`src/rtl/register_sequencer.sv`:
```
// rtl/register_sequencer.sv - expands op requests into a per-cycle command stream for a 4-bit command register
module register_sequencer #(
    parameter int WIDTH   = 4,
    parameter int COUNT_W = 2
) (
    input  logic               clockSequencer,
    input  logic               resetSequencer,
    input  logic               requestValid,
    output logic               requestReady,
    input  logic [2:0]         requestOp,
    input  logic [WIDTH-1:0]   requestData,
    input  logic [COUNT_W-1:0] requestCount,
    output logic [2:0]         comandOut,
    output logic [WIDTH-1:0]   dataOut,
    output logic [WIDTH-1:0]   shadowValue,
    output logic               donePulse,
    output logic               errorPulse
);

    localparam logic [1:0] ST_INIT  = 2'd0;
    localparam logic [1:0] ST_IDLE  = 2'd1;
    localparam logic [1:0] ST_ISSUE = 2'd2;

    // Register command encodings
    localparam logic [2:0] CMD_HOLD  = 3'b000;
    localparam logic [2:0] CMD_RESET = 3'b001;
    localparam logic [2:0] CMD_LOAD  = 3'b010;
    localparam logic [2:0] CMD_SHL   = 3'b011;
    localparam logic [2:0] CMD_SHR   = 3'b100;

    // Request op encodings
    localparam logic [2:0] OP_NOP   = 3'b000;
    localparam logic [2:0] OP_CLEAR = 3'b001;
    localparam logic [2:0] OP_LOAD  = 3'b010;
    localparam logic [2:0] OP_SHL   = 3'b011;
    localparam logic [2:0] OP_SHR   = 3'b100;

    logic [1:0]         state;
    logic [COUNT_W-1:0] remaining;

    // Ready is decoded straight from state so a requester sees it in the same cycle as donePulse
    assign requestReady = (state == ST_IDLE);

    // Shadow register: follows the command/data pair the real register samples on this same edge
    always_ff @(posedge clockSequencer) begin
        if (resetSequencer) begin
            shadowValue <= '0;
        end else begin
            case (comandOut)
                CMD_RESET: shadowValue <= '0;
                CMD_LOAD:  shadowValue <= dataOut;
                CMD_SHL:   shadowValue <= {shadowValue[WIDTH-2:0], 1'b0};
                CMD_SHR:   shadowValue <= {1'b0, shadowValue[WIDTH-1:1]};
                default:   shadowValue <= shadowValue;
            endcase
        end
    end

    // Sequencer FSM: INIT guarantees one RESET cycle after reset release, ISSUE repeats a command remaining+1 times
    always_ff @(posedge clockSequencer) begin
        if (resetSequencer) begin
            state      <= ST_INIT;
            comandOut  <= CMD_RESET;
            dataOut    <= '0;
            donePulse  <= 1'b0;
            errorPulse <= 1'b0;
            remaining  <= '0;
        end else begin
            donePulse  <= 1'b0;
            errorPulse <= 1'b0;
            case (state)
                ST_INIT: begin
                    comandOut <= CMD_HOLD;
                    state     <= ST_IDLE;
                end
                ST_IDLE: begin
                    comandOut <= CMD_HOLD;
                    if (requestValid) begin
                        case (requestOp)
                            OP_NOP: begin
                                donePulse <= 1'b1;
                            end
                            OP_CLEAR: begin
                                comandOut <= CMD_RESET;
                                remaining <= '0;
                                state     <= ST_ISSUE;
                            end
                            OP_LOAD: begin
                                comandOut <= CMD_LOAD;
                                dataOut   <= requestData;
                                remaining <= '0;
                                state     <= ST_ISSUE;
                            end
                            OP_SHL: begin
                                comandOut <= CMD_SHL;
                                remaining <= requestCount;
                                state     <= ST_ISSUE;
                            end
                            OP_SHR: begin
                                comandOut <= CMD_SHR;
                                remaining <= requestCount;
                                state     <= ST_ISSUE;
                            end
                            default: begin
                                errorPulse <= 1'b1;
                            end
                        endcase
                    end
                end
                ST_ISSUE: begin
                    if (remaining != '0) begin
                        remaining <= remaining - 1'b1;
                    end else begin
                        comandOut <= CMD_HOLD;
                        donePulse <= 1'b1;
                        state     <= ST_IDLE;
                    end
                end
                default: begin
                    comandOut <= CMD_HOLD;
                    state     <= ST_IDLE;
                end
            endcase
        end
    end

endmodule
```
`config.mk`:
```
export PLATFORM = sky130hd
export DESIGN_NAME = register_sequencer
export DESIGN_NICKNAME = d
export VERILOG_FILES = /design/src/rtl/register_sequencer.sv
export SDC_FILE = /design/constraint.sdc
export NUM_CORES = 1
export LEC_CHECK = 0
export CORE_ASPECT_RATIO = 0.6
export CORE_MARGIN = 1
export CORE_UTILIZATION = 40
export CTS_CLUSTER_SIZE = 16
export DETAILED_ROUTE_END_ITERATION = 10
export HOLD_SLACK_MARGIN = 0.08
export PLACE_DENSITY_LB_ADDON = 0.1
export SYNTH_ARGS = -nofsm -noshare
export SYNTH_HDL_FRONTEND = slang
export SYNTH_SLANG_ARGS = --single-unit
```
`constraint.sdc`:
```
create_clock -name clockSequencer -period 3.35 [get_ports clockSequencer]
set_input_delay 0.67 -clock clockSequencer [delete_from_list [all_inputs] [get_ports clockSequencer]]
set_output_delay 0.67 -clock clockSequencer [all_outputs]
set_load 0.03 [all_outputs]
```
==> flow_summary.yaml <==
clock_tree:
  cts-root-buf: "clkbuf_8"
  clk_latency_ps: 240
  cts.sinks: 17
  postCtsSetupBuffers: 0
  cts_tree: "built"
  htreeDepth: 1
  post_cts_resized: 0
  cts_hold_buf: 0
  clkSlewWorstSetupHoldPaths_ps: 60
  clockBufferDepth: 2
  cts_buffers: 3
finish:
  area_delta_synth_final_pct: 33.4
  diodes: 0
  layout_common_cells: "clkdlybuf4s50_1 (25), dfxtp_1 (17), nor2_1 (10)"
  drive_gt1_frac: 0.0465
  finish.utilization: 0.607
  final_common_cell: "clkdlybuf4s50_1"
  instances_no_fill: 157
  fin_nets: 145
synth:
  synthSimpleGateAreaFrac: 0.212
  yosys.area.top_type_share: 0.377
  yosys-mux-area-fraction: 0.0555
  ys_warn_count: 0
  ys_ff_latch: 17
  synth_fp_nets: 122
  synth_seq_area_share: 0.377
  synth_top_family_by_area: "compound AO/OA/AOI/OAI gates"
  synthCells: 107
  yosys-top-cells-area: "dfxtp_1 (38%), mux2i_1 (5.5%), a21oi_1 (5.0%), ha_1 (4.2%), nor2_1 (4.2%)"
  synth_compound_area_frac: 0.247
  synthArstFlopShare: 0
  yosysTopAreaCell: "dfxtp_1"
  synth_ff_type: "dfxtp_1"
  synthAdderAreaFrac: 0.0416
  synth_area_sq_um: 902
  syn_area_per_cell_sq_um: 8.43
  ys_types: 34
  synth_edf_count: 0
  synth_xor_area_frac: 0.00971
placement:
  portBuffers: 25
  dp_hpwl_mm: 1.58
  dp.cells: 153
  gp_congestion: 0.864
sta:
  finalSetupViolCount: 0
  fin_worst_skew_ps: 1.79
  setup_tns_ps: 0
  hold_slack_ps: 492
  period_share: 0.678
  slew_headroom: 0.540
  maxSlewViolCount: 0
  rsz0062_at_grt: "no"
  min_period_ps: 2270
  fmax_mhz: 441
  hold_violations: 0
  worstMarginPinSlew_ps: 687
critical_path:
  r2r_cells: 6
  critPathBufInv: 1
  cp-start-kind: "flip-flop"
  slowest_stage: "clkdlybuf4s50_1"
  r2r_setup_slack_ps: 1710
  timing_worst_setup_path_type: "reg -> out"
  cp_top_family: "buffers and inverters"
  cp_max_fo: 15
  crit_path_end_kind: "primary output"
  reg2reg_to: "dataOut[0]"
  critPathMaxStageDelay_ps: 760
  critPathArrivalTime_ps: 1600
  r2r-start: "state[1]"
  cp_cell_sequence: "clkdlybuf4s50_1"
  startpoint: "comandOut[2]"
  crit_required_ps: 2680
global_routing:
  track_usage: 0.194
  grt_pass1_wl_mm: 3.44
  top_usage_layer: "met1"
  use_met1: 0.283
  grt_overflow: 0
  use_met3: 0.0618
  met2_usage: 0.269
  antenna_found_initial: 0
  grt_pass1_vias: 742
  grt_max_degree: 19
floorplanning:
  initial_core_util: 0.455
  core_area_sq_um: 1980
  die-area_sq_um: 2460
  fp-row-count: 12
  die_w_um: 63.3
  ioPinCount: 26
  fp.dieH_um: 38.8
drt:
  dr.pass1.iters: 4
  drcViolationCount: 0
  vias_per_cell: 5.39
  drt-initial-drc-count: 54
  drtAntennaViolNets: 0
  wl_mm: 2.06
  wire_per_inst_um: 13.1
  dr_total_vias: 847
pwr:
  p_leak_nw: 0.415
  p_total_mw: 0.504
  power_density_nw_per_um2: 419
  ir_drop_mv: 0.197
min_path:
  hold_path_depth: 2
  min_from: "remaining[1]"
  hold_end: "remaining[1]"
  hp-class: "reg -> reg"
flow_run:
  drv_cap: 0
run_status:
  outcome: "finished, final reports clean"
[per-layer routing]
layer / wire length (um) / vias up
met1: 1180 / 393
met5: 0 / -
met3: 94 / 0
met2: 786 / 24
met4: 0 / 0
li1: - / 430
[stage by stage]
stage | cell area (sq um) | setup slack, ps
floorplan | 902 | 1740
global placement | 1160 | 1150
detailed placement | 1160 | 1060
CTS | 1200 | 1080
global route | 1200 | 986
finish | 1200 | 1080
[registers in the layout, indices dropped and copies added, names as in the netlist]
signal       cells
donePulse        1
remaining        2
dataOut          4
errorPulse       1
comandOut        3
state            2
shadowValue      4
[cell families (layout without fill, tap and decap cells)]
family | count (synthesis) | count (layout)
AOI/OAI and AO/OA | 32 | 32
DFF | 17 | 17
xor gates and xnor gates | 1 | 1
adders and majority gates | 3 | 3
and+or+nand+nor | 36 | 36
buffers and inverters | 13 | 35
muxes | 5 | 5
[final cells by class]
cell class                 instances  area (sq um)
multi-input combinational         77           510
tap                               28          35.0
fill                             201           778
timing repair buffer              25           250
clock buffer                       4          45.0
inverter                           6          22.5
sequential                        17           340
[power by group]
group,total [mW],switching (mW),internal [mW]
clock,0.147,0.0633,0.0842
combinational,0.129,0.0731,0.0555
sequential,0.228,0.0114,0.216
total,0.504,0.148,0.356
[cells in the mapped netlist (all sizes together), types with 2 or more instances]
cell,number
o21ai,8
nand3b,2
mux2i,5
dfxtp,17
a22oi,2
a211oi,4
nand2,7
and3b,2
inv,6
buf,2
nor2,10
a21oi,9
nor2b,4
ha,3
clkbuf,5
nor3,4
[how the worst max path moves through the flow]
stage / to / slack (ps) / depth (start not counted)
after CTS: requestReady / 1080 / 3
after detailed placement: remaining[1] / 1060 / 5
final: comandOut[2] / 1080 / 1
after global routing: comandOut[2] / 990 / 1
after floorplan: dataOut[1] / 1740 / 7
after global placement: remaining[0] / 1150 / 5
Power figures use the tool's default switching activity.
